## src/rtl/cpu_types_pkg.sv

```systemverilog
// Shared pipeline types for the 5-stage MIPS core: hazard FSM state and
// writeback-source encodings used by hazard_ctrl and forward_unit.
package cpu_types_pkg;

  typedef enum logic [1:0] {
    RUN      = 2'b00,
    MEM_WAIT = 2'b01,
    HALTED   = 2'b10
  } hzstate_t;

  localparam logic [1:0] REGSRC_ALU  = 2'b00;
  localparam logic [1:0] REGSRC_NPC  = 2'b01;
  localparam logic [1:0] REGSRC_LUI  = 2'b10;
  localparam logic [1:0] REGSRC_DMEM = 2'b11;

endpackage

```

## src/rtl/sat_counter.sv

```systemverilog
// Saturating up-counter with synchronous active-low clear; holds at all-ones.
module sat_counter #(
  parameter int W = 16
) (
  input  logic         CLK,
  input  logic         nRST,
  input  logic         inc,
  output logic [W-1:0] cnt
);

  always_ff @(posedge CLK) begin
    if (!nRST) begin
      cnt <= '0;
    end else if (inc && (cnt != '1)) begin
      cnt <= cnt + 1'b1;
    end
  end

endmodule

```

## src/rtl/hazard_ctrl.sv

```systemverilog
// Pipeline sequencing controller: PC/latch enables and flushes for dmem wait,
// icache miss, load-use, control redirects and halt, plus counters and watchdog.
module hazard_ctrl
  import cpu_types_pkg::*;
#(
  parameter int CNT_W    = 16,
  parameter int MAX_WAIT = 64
) (
  input  logic             CLK,
  input  logic             nRST,
  input  logic             ihit,
  input  logic             dhit,
  input  logic             dmemREN_me,
  input  logic             dmemWEN_me,
  input  logic [4:0]       rs_de,
  input  logic [4:0]       rt_de,
  input  logic             rt_used_de,
  input  logic [4:0]       regDst_ex,
  input  logic             regWr_ex,
  input  logic [1:0]       regSrc_ex,
  input  logic             branch_taken_ex,
  input  logic             jump_de,
  input  logic             halt_wb,
  output logic             pc_en,
  output logic             en_fd,
  output logic             en_de,
  output logic             en_ex,
  output logic             en_me,
  output logic             flush_fd,
  output logic             flush_de,
  output logic             halted,
  output logic             mem_timeout,
  output logic [CNT_W-1:0] stall_cnt,
  output logic [CNT_W-1:0] flush_cnt,
  output logic [1:0]       state_o
);

  localparam int WW = (MAX_WAIT > 2) ? $clog2(MAX_WAIT) : 1;
  localparam logic [WW-1:0] WAIT_LAST = WW'(MAX_WAIT - 1);

  hzstate_t      state;
  logic [WW-1:0] wait_cnt;
  logic          halt_st;
  logic          mem_stall;
  logic          ld_haz;
  logic          redirect;
  logic          stall_inc;

  // Encoding 11 is never entered but must still freeze the pipe.
  assign halt_st   = state[1];
  assign state_o   = state;
  assign mem_stall = (dmemREN_me | dmemWEN_me) & ~dhit;
  assign ld_haz    = regWr_ex && (regSrc_ex == REGSRC_DMEM) && (regDst_ex != 5'd0) &&
                     ((regDst_ex == rs_de) || (rt_used_de && (regDst_ex == rt_de)));

  always_comb begin
    pc_en    = 1'b0;
    en_fd    = 1'b0;
    en_de    = 1'b0;
    en_ex    = 1'b0;
    en_me    = 1'b0;
    flush_fd = 1'b0;
    flush_de = 1'b0;
    halted   = 1'b0;
    redirect = 1'b0;
    if (halt_st || halt_wb) begin
      halted = 1'b1;
    end else if (mem_stall) begin
      pc_en = 1'b0;
    end else if (ld_haz) begin
      // Hold fetch/decode, push a bubble into EX so the load reaches MEM.
      en_de    = 1'b1;
      flush_de = 1'b1;
      en_ex    = 1'b1;
      en_me    = 1'b1;
    end else if (branch_taken_ex) begin
      {pc_en, en_fd, en_de, en_ex, en_me} = '1;
      flush_fd = 1'b1;
      flush_de = 1'b1;
      redirect = 1'b1;
    end else if (jump_de) begin
      {pc_en, en_fd, en_de, en_ex, en_me} = '1;
      flush_fd = 1'b1;
      redirect = 1'b1;
    end else if (!ihit) begin
      {en_fd, en_de, en_ex, en_me} = '1;
      flush_fd = 1'b1;
    end else begin
      {pc_en, en_fd, en_de, en_ex, en_me} = '1;
    end
  end

  always_ff @(posedge CLK) begin
    if (!nRST) begin
      state       <= RUN;
      wait_cnt    <= '0;
      mem_timeout <= 1'b0;
    end else begin
      case (state)
        RUN: begin
          if (halt_wb)        state <= HALTED;
          else if (mem_stall) state <= MEM_WAIT;
        end
        MEM_WAIT: begin
          if (halt_wb)   state <= HALTED;
          else if (dhit) state <= RUN;
        end
        default: state <= HALTED;
      endcase

      if ((state == MEM_WAIT) && !dhit) begin
        if (wait_cnt != WAIT_LAST) wait_cnt <= wait_cnt + 1'b1;
        else                       mem_timeout <= 1'b1;
      end else begin
        wait_cnt <= '0;
      end
    end
  end

  assign stall_inc = ~pc_en & ~halt_st & ~halt_wb;

  sat_counter #(.W(CNT_W)) u_stall_cnt (
    .CLK  (CLK),
    .nRST (nRST),
    .inc  (stall_inc),
    .cnt  (stall_cnt)
  );

  sat_counter #(.W(CNT_W)) u_flush_cnt (
    .CLK  (CLK),
    .nRST (nRST),
    .inc  (redirect),
    .cnt  (flush_cnt)
  );

endmodule

```

## config.mk

```make
export PLATFORM = sky130hd
export DESIGN_NAME = hazard_ctrl
export DESIGN_NICKNAME = d
export VERILOG_FILES = /design/src/rtl/cpu_types_pkg.sv /design/src/rtl/sat_counter.sv /design/src/rtl/hazard_ctrl.sv
export SDC_FILE = /design/constraint.sdc
export NUM_CORES = 1
export LEC_CHECK = 0
export CAP_MARGIN = 20
export CELL_PAD_IN_SITES_DETAIL_PLACEMENT = 1
export CELL_PAD_IN_SITES_GLOBAL_PLACEMENT = 1
export CORE_AREA = 3 3 86 88
export DETAILED_ROUTE_END_ITERATION = 6
export DIE_AREA = 0 0 89 91
export GPL_ROUTABILITY_DRIVEN = 0
export PLACE_DENSITY = 0.8
export SLEW_MARGIN = 20
export SYNTH_ARGS = -nofsm -noshare
export SYNTH_HDL_FRONTEND = slang
export SYNTH_SLANG_ARGS = --single-unit
```

## constraint.sdc

```tcl
create_clock -name CLK -period 2.5 [get_ports CLK]
set_input_delay 0.375 -clock CLK [delete_from_list [all_inputs] [get_ports CLK]]
set_output_delay 0.375 -clock CLK [all_outputs]
set_load 0.05 [all_outputs]
```

==> flow_summary.json <==
{
  "cts_tree": "built",
  "hold_start": "mem_timeout",
  "vias": 2258,
  "fmax_mhz": 429.4,
  "grt_pass1_wl_um": 10490,
  "synth_cells": 263,
  "slowest_delay_ps": 540,
  "wl_per_cell_um": 15.36,
  "synth_cell_type_count": 44,
  "grtUsageTotal_pct": 15.89,
  "r2r-end": "u_stall_cnt.cnt[14]",
  "min_period_ps": 2329,
  "drive_gt1_share_pct": 9.821,
  "worstSkewPairLatency_ps": 290,
  "grt_pass1_vias": 2260,
  "first_iter_violations": 50,
  "postPlaceCellArea_um2": 3050,
  "rsz0062_at_grt": "false",
  "hold_end": "mem_timeout",
  "cts_root_buffer": "clkbuf_8",
  "postRouteAntennaNets": 0,
  "ys_warn_count": 0,
  "vias_per_cell": 5.428,
  "post-route-period-util_pct": 93.16,
  "antenna_found_initial": 0,
  "area_growth_pct": 45.96,
  "finalHoldViolCount": 0,
  "crit_path_end_kind": "primary output",
  "cts.sink_count": 41,
  "fp-row-count": 30,
  "ctsResizeCount": 0,
  "syn_area_um2": 2170,
  "p_leak_uw": 0.001042,
  "dieArea_um2": 8099,
  "multiInputGateArea_um2": 1244,
  "ioPinCount": 71,
  "fillCellCount": 792,
  "ir_drop_v": 0.0002662,
  "htree_levels": 2,
  "path_max_fanout": 4,
  "finalClockSkew_ps": 5.758,
  "cts_setup_buffers": 0,
  "crit_required_ps": 2120,
  "antenna-diode-count": 0,
  "nets": 366,
  "drc": 0,
  "relSlewSlack_pct": 59.90,
  "slew_viol_final": 0,
  "setup_violations": 0,
  "clockBufferDepth": 2,
  "fin_area_um2": 3167,
  "routed_wl_um": 6389,
  "cp_slowest_cell": "clkdlybuf4s50_1",
  "path_cells": "clkdlybuf4s50_1 -> xnor2_1 -> nand3_1 -> o22ai_2 -> a21oi_2 -> a21boi_2 -> buf_12",
  "instances_no_fill": 416,
  "reg2reg_slack_ps": 340,
  "ctsHoldBuffers": 0,
  "ys_seq_elements": 41,
  "grt_overflow_total": 0,
  "die_w_um": 89,
  "status": "finished clean",
  "placed_cells": 408,
  "seq_area_um2": 820.8,
  "utilization_pct": 47.13,
  "cp.arrival_ps": 1950,
  "maxCapViolCount": 0,
  "dp_hpwl_um": 4960,
  "coreArea_um2": 6719,
  "holdPathStages": 2,
  "r2r_cells": 7,
  "grt_max_degree": 32,
  "io_buffers": 70,
  "firstDrtPassIters": 4,
  "cts-buffers-inserted": 5,
  "powerDensity_nw_per_um2": 461.6,
  "tightestPinTransition_ps": 600.1,
  "die_h_um": 91,
  "worstSetupPathType": "primary input to primary output",
  "start_util_pct": 32.29,
  "cp-start-kind": "primary input",
  "synth.yosys.seq_area_share_pct": 37.83,
  "path_clk_slew_ps": 80,
  "synth_area_per_cell_um2": 8.249,
  "rr_startpoint": "u_stall_cnt.cnt[0]",
  "synth_nets": 294,
  "hold_path_class": "flop to flop"
}
cells in the mapped netlist:
| master | instances | area share, % |
|---|---|---|
| inv_1 | 8 | 1.4 |
| a21boi_0 | 1 | 0.35 |
| o31ai_1 | 11 | 3.8 |
| o22ai_2 | 1 | 0.58 |
| and2_1 | 1 | 0.29 |
| clkbuf_1 | 5 | 0.87 |
| o31a_1 | 1 | 0.40 |
| nand3b_1 | 2 | 0.69 |
| buf_2 | 3 | 0.69 |
| nor2_1 | 11 | 1.9 |
| mux2i_1 | 4 | 1.8 |
| or3b_2 | 1 | 0.40 |
| and3_1 | 6 | 1.7 |
| o311a_1 | 2 | 0.92 |
| xor2_1 | 2 | 0.81 |
| nand3_1 | 16 | 3.7 |
| o211ai_1 | 1 | 0.35 |
| o21a_1 | 1 | 0.35 |
| nand2_1 | 21 | 3.6 |
| o32ai_1 | 1 | 0.40 |
| a211o_1 | 1 | 0.40 |
| xnor2_1 | 12 | 4.8 |
| nor4_1 | 4 | 1.2 |
| buf_1 | 2 | 0.35 |
| a311oi_1 | 1 | 0.40 |
| nor2b_1 | 1 | 0.29 |
| nor3_1 | 4 | 0.92 |
| and4_1 | 3 | 1.2 |
| dfxtp_1 | 41 | 38 |
| a21oi_1 | 30 | 6.9 |
| a31oi_1 | 1 | 0.29 |
| and3_4 | 1 | 0.52 |
| o21ai_1 | 1 | 0.23 |
| nor2_2 | 1 | 0.29 |
| nand2b_1 | 2 | 0.58 |
| or3_1 | 13 | 3.7 |
| a211oi_2 | 1 | 0.58 |
| nand4_1 | 8 | 2.3 |
| or4_1 | 12 | 4.2 |
| buf_4 | 4 | 1.4 |
| o21ai_0 | 16 | 3.7 |
| nand4_2 | 1 | 0.58 |
| buf_6 | 1 | 0.52 |
| ha_1 | 3 | 1.7 |
flip-flops by register name, summed over array words and instances (netlist names):
name / cells
mem_timeout: 1
u_stall_cnt.cnt: 16
wait_cnt: 6
state_o: 2
u_flush_cnt.cnt: 16
how the worst max path moves through the flow:
stage                     cells past startpoint  slack, ps                 end               start
after CTS                                     7        140            flush_fd        regDst_ex[4]
after floorplan                               4         60            flush_fd          state_o[1]
after detailed placement                      8        -40  u_stall_cnt.cnt[6]        regDst_ex[4]
final                                         7        170            flush_fd        regDst_ex[4]
after global routing                          7         70  u_stall_cnt.cnt[0]  u_stall_cnt.cnt[0]
after global placement                        8         70  u_stall_cnt.cnt[7]        regDst_ex[0]
power breakdown:
group          internal [uW]  total, uW  switching [uW]
clock                    326        552             226
sequential               658        664            6.18
combinational            113        246             133
critical path: cells and delay by family:
family	cells	cell delay, ps
AOI/OAI and AO/OA	3	640
and+or+nand+nor	1	110
xor gates and xnor gates	1	140
buffers and inverters	2	690
through the flow:
step                      hold WS, ps  worst slack (ps)  total power (uW)  setup TNS (ps)
final                           482.7             171.1              1462               0
after global routing            530.1             69.96              1514               0
after CTS                       491.8             137.4              1480               0
after detailed placement        456.7            -43.49             927.3          -251.9
after global placement          457.1             70.14             921.4               0
after floorplan                 468.4             58.21             805.7               0
cell type report:
| type | instances | area share (%) |
|---|---|---|
| inverter | 8 | 0.9482 |
| clock inverter | 1 | 0.9482 |
| timing repair buffer | 80 | 27.02 |
| multi-input combinational | 199 | 39.27 |
| sequential | 41 | 25.92 |
| clock buffer | 7 | 2.726 |
| tap | 80 | 3.161 |
cell families (layout without fill, tap and decap cells):
logic type	count (synthesis)	count (layout)	synth area share [%]
AOI/OAI and AO/OA	70	70	19.67
and+or+nand+nor	108	108	28.09
DFF	41	41	37.83
adders and majority gates	3	3	1.730
muxes	4	4	1.846
buffers and inverters	23	96	5.190
xor gates and xnor gates	14	14	5.652
placed cells by master, fill, tap and decap left out, types with 6 or more instances in the layout:
master,instances
buf_4,10
nand4_1,8
nor2_1,11
inv_1,8
or4_1,12
dfxtp_1,41
or3_1,13
clkdlybuf4s50_1,62
nand2_1,21
clkbuf_8,6
a21oi_1,29
o21ai_0,16
buf_12,8
o31ai_1,11
xnor2_1,12
nand3_1,16
and3_1,6
per-layer routing:
layer / GRT usage (%) / share of wire [%] / up-vias
met5: 0 / 0 / -
met1: 20.19 / 46 / 1073
met3: 3.630 / 5.7 / 5
met2: 26.73 / 47 / 58
met4: 4.094 / 1.2 / 0
li1: - / - / 1122
Note: power is estimated with default switching activity, not from simulation.
==> RTL edit 1: new RTL, same settings <==
Put a register stage on the output `flush_cnt`. The value now appears one clock later. The other outputs are not delayed to match.
--- a/src/rtl/hazard_ctrl.sv
+++ b/src/rtl/hazard_ctrl.sv
@@ -37,6 +37,8 @@
 
   localparam int WW = (MAX_WAIT > 2) ? $clog2(MAX_WAIT) : 1;
   localparam logic [WW-1:0] WAIT_LAST = WW'(MAX_WAIT - 1);
+
+  logic [CNT_W-1:0] flush_cnt_d;
 
   hzstate_t      state;
   logic [WW-1:0] wait_cnt;
@@ -130,8 +132,12 @@
     .CLK  (CLK),
     .nRST (nRST),
     .inc  (redirect),
-    .cnt  (flush_cnt)
+    .cnt  (flush_cnt_d)
   );
+
+  always_ff @(posedge CLK) begin
+    flush_cnt <= flush_cnt_d;
+  end
 
 endmodule
 
Function: changed (Yosys sat finds a counterexample within 4 cycles, from zero or initial values and one cycle with nRST low).
==> RTL edit 1 against the unedited design <==
Setup slack got worse by 0.14 ns. Fmax fell by 5.5%. Sequential cell count rose by 16. Power rose by 39%. Wire length rose by 18%. Synthesized cell count rose by 8.0%. Cell count rose by 11%. Area after synthesis rose by 15%. Design area rose by 19%.
==> RTL edit 1: results (changes against the unedited design) <==
metric;value;unit;change
overall power;2.037;mW;+39%
met3 Use GR;4.628;%;+1.0 points
Largest regs;flush_cnt (16), u_flush_cnt.cnt (16), u_stall_cnt.cnt (16);;
Register-to-Register Setup Slack;0.28;ns;-0.06 ns
Critical Path AT;2.09;ns;+0.14 ns
CP Capture Point;en_fd;;
Worst Clk Skew;0.01012;ns;+0.004363 ns
worst r2r src;u_flush_cnt.cnt[0];;
Clk Latency, worst-skew pair;0.34;ns;+0.05 ns
Unique masters post-synth;39;;-11%
Clock transition at path regs;0.06;ns;-0.02 ns
largest cells by area after synthesis;dfxtp_1, o31ai_1, or4_1;;
Pleak;1.307;nW;+25%
# H-tree levels;3;;+1
post-cts sizing count;6;;+6
worst reg2reg endpoint;u_flush_cnt.cnt[14];;
Power Sequential;0.922;mW;+39%
layout cells sized above 1;15.49;%;+5.7 points
via count;2571;;+14%
fin nets;407;;+11%
worst vdd ir;0.2481;mV;-6.8%
Synth Instances;284;;+8.0%
WL met2;3.926;mm;+31%
pin count of the biggest net entering global routing;31;;-3.1%
Post-DP Area;3478;sq um;+14%
DR iter-0 viols;66;;+32%
met2 GRT Util;33.73;%;+7.0 points
worst slack, placed;-0.2700;ns;-0.2265 ns
GRT Total Usage;20.23;%;+4.3 points
Routed Wire Length;7.558;mm;+18%
switching share of power;25.74;%;+0.77 points
postcts setup bufs;5;;+5
hold_ws;0.3924;ns;-0.09028 ns
drt wl/cell;16.39;um;+6.7%
hold path depth;0;;-2
Syn Nets;315;;+7.1%
first-pass GRT wire length;12.87;mm;+23%
met3 WL post-DR;304;um;-16%
vias in the first global route;2703;;+20%
hold path endpoint;flush_cnt[6];;
register area share after synthesis;45.60;%;+7.8 points
status;complete, no violations;;
combinational share of power;14.0;%;-2.8 points
drt pass-1 iters;5;;+1
Inserted Clock Buffers;9;;+4
DP HPWL;5.265;mm;+6.1%
hold path start;u_flush_cnt.cnt[6];;
max_slew headroom;66.41;%;+6.5 points
most instantiated cells after synthesis;dfxtp_1, a21oi_1, nand2_1;;
RTL edit 1: cell count changes after synthesis, moves of 3 or more:
| cell | unedited run | this run |
|---|---|---|
| o31ai_1 | 11 | 20 |
| nand2b_1 | 2 | 5 |
| and3_1 | 6 | 3 |
| or3_1 | 13 | 6 |
| o21ai_0 | 16 | 9 |
| clkbuf_1 | 5 | 8 |
| nor2_1 | 11 | 19 |
| dfxtp_1 | 41 | 57 |
| or4_1 | 12 | 19 |
RTL edit 1: kinds of logic after synthesis:
family                   after synthesis  synth area share (%)
AO/OA/AOI/OAI                         67                 16.65
flip-flops                            57                 45.60
buffers and inverters                 24                 4.349
multiplexers                           6                 2.400
AND/OR/NAND/NOR                      114                 24.95
XOR/XNOR                              13                 4.550
adder cells (fa/ha/maj)                3                 1.500
RTL edit 1: final cells by class:
type                       count  area (sq um)
clock inverter                 5         56.30
clock buffer                  11         131.4
tap                           80         100.1
multi-input combinational    203          1291
timing repair buffer          96          1008
fill                         803          2957
inverter                       9         33.78
sequential                    57          1141
==> RTL edit 2: new RTL, config.mk and constraints unchanged <==
Made on the original files. Set the parameter `CNT_W` to 18 (it was 16).
--- a/src/rtl/hazard_ctrl.sv
+++ b/src/rtl/hazard_ctrl.sv
@@ -3,7 +3,7 @@
 module hazard_ctrl
   import cpu_types_pkg::*;
 #(
-  parameter int CNT_W    = 16,
+  parameter int CNT_W    = 18,
   parameter int MAX_WAIT = 64
 ) (
   input  logic             CLK,
Ports: changed (resized flush_cnt and stall_cnt); port bits go from 71 to 75. The function was not compared with the original's and may differ.
==> RTL edit 2 against the unedited design <==
Setup slack worse by 0.11 ns. Power increased by 1.7%. Highest routed layer unchanged. Register-to-register slack got worse by 0.07 ns. Wire length grew 9.0%. Critical path type unchanged. Sequential cell count up 4. Synthesized cell count up 4.2%. Area after synthesis rose by 5.7%. Count of clock-buffer cells in the layout stayed put. Design area increased by 8.9%.
==> RTL edit 2: results (changes against the unedited design) <==
metric;value;unit;change
fin crit period;2.439;ns;+0.1100 ns
Synth Instances;274;;+4.2%
# H-tree levels;2;;unchanged
Crit. Startpoint;regDst_ex[3];;
DP HPWL;5.463;mm;+10%
Routed Wire Length;6.965;mm;+9.0%
worst reg2reg endpoint;u_flush_cnt.cnt[13];;
Avg Vias per Cell;5.152;;-5.1%
Reg power frac;49.1;%;+3.6 points
Unique masters post-synth;45;;+2.3%
Worst Clk Skew;0.009327;ns;+0.003569 ns
clock power share;33.4;%;-4.3 points
Placed Instances;436;;+6.9%
Post-DP Area;3317;sq um;+8.7%
hold_ws;0.4757;ns;-0.007006 ns
DR iter-0 viols;87;;+74%
layout cells sized above 1;15.57;%;+5.8 points
most instantiated cells after synthesis;dfxtp_1, nand2_1, nor2_1;;
CP max stage delay;0.52;ns;-0.02 ns
register area share after synthesis;39.28;%;+1.4 points
worst slack, placed;-0.4022;ns;-0.3587 ns
Pleak;1.259;nW;+21%
worst-path fanout max;3;;-1
Port Buffers;74;;+5.7%
critical path's slowest cell;or4_4;;
P per Cell Area;431.4;nW/um^2;-6.5%
status;complete, no violations;;
Largest regs;u_flush_cnt.cnt (18), u_stall_cnt.cnt (18), wait_cnt (6);;
drt wl/cell;15.62;um;+1.7%
Syn Nets;305;;+3.7%
switching share of power;26.17;%;+1.2 points
GRT Total Usage;17.65;%;+1.8 points
hold path depth;2;;unchanged
Critical Path AT;2.06;ns;+0.11 ns
first-pass GRT wire length;11.43;mm;+8.9%
Register-to-Register Setup Slack;0.27;ns;-0.07 ns
largest cells by area after synthesis;dfxtp_1, xnor2_1, a21oi_1;;
max_slew headroom;65.77;%;+5.9 points
worst r2r src;u_flush_cnt.cnt[6];;
vias in the first global route;2377;;+5.2%
-- RTL edit 2: changes by cell type in the layout (fill, tap and decap cells not counted), moves of 6 or more --
cell	unedited run	this run
nor2_1	11	25
or4_1	12	0
o31ai_1	11	1
buf_4	10	19
xnor2_1	12	19
a21oi_1	29	23
and3_1	6	12
-- RTL edit 2: final cells by class --
| class | instances | area, sq um |
|---|---|---|
| Fill cell | 812 | 3272 |
| Multi-Input combinational cell | 209 | 1348 |
| Timing Repair Buffer | 93 | 954.7 |
| Sequential cell | 45 | 902.1 |
| Tap cell | 80 | 100.1 |
| Clock buffer | 7 | 96.34 |
| Inverter | 11 | 41.29 |
| Clock inverter | 1 | 5.005 |
-- RTL edit 2: per-layer routing --
| layer | global-route usage, % | routed length (um) | share of wire, % | vias up |
|---|---|---|---|---|
| li1 | - | - | - | 1146 |
| met1 | 22.97 | 3186 | 46 | 1092 |
| met2 | 29.46 | 3413 | 49 | 51 |
| met3 | 3.448 | 266 | 3.8 | 9 |
| met4 | 4.715 | 98 | 1.4 | 0 |
| met5 | 0 | 0 | 0 | - |
-- RTL edit 2: repair_timing --
| item | 4_1_cts | 5_1_grt |
|---|---|---|
| pin swaps | 3 | 1 |
| setup buffers | 2 | 0 |
| gates resized for setup | 7 | 3 |
| setup endpoints to repair | 16 | 10 |
| gates cloned | 0 | 0 |
-- RTL edit 2: logic make-up after synthesis --
kind of cell | Yosys count | share of synthesized area [%]
compound gates | 58 | 16.53
simple gates | 118 | 26.79
mux | 6 | 2.619
fa+ha+maj | 3 | 1.637
buf+inv | 20 | 3.982
xor+xnor | 24 | 9.165
flops | 45 | 39.28
-- RTL edit 2: critical path, delay by kind of cell --
kind                   cells  cell delay, ns
AO/OA/AOI/OAI              3            0.57
buffers and inverters      4            0.59
AND/OR/NAND/NOR            1            0.52
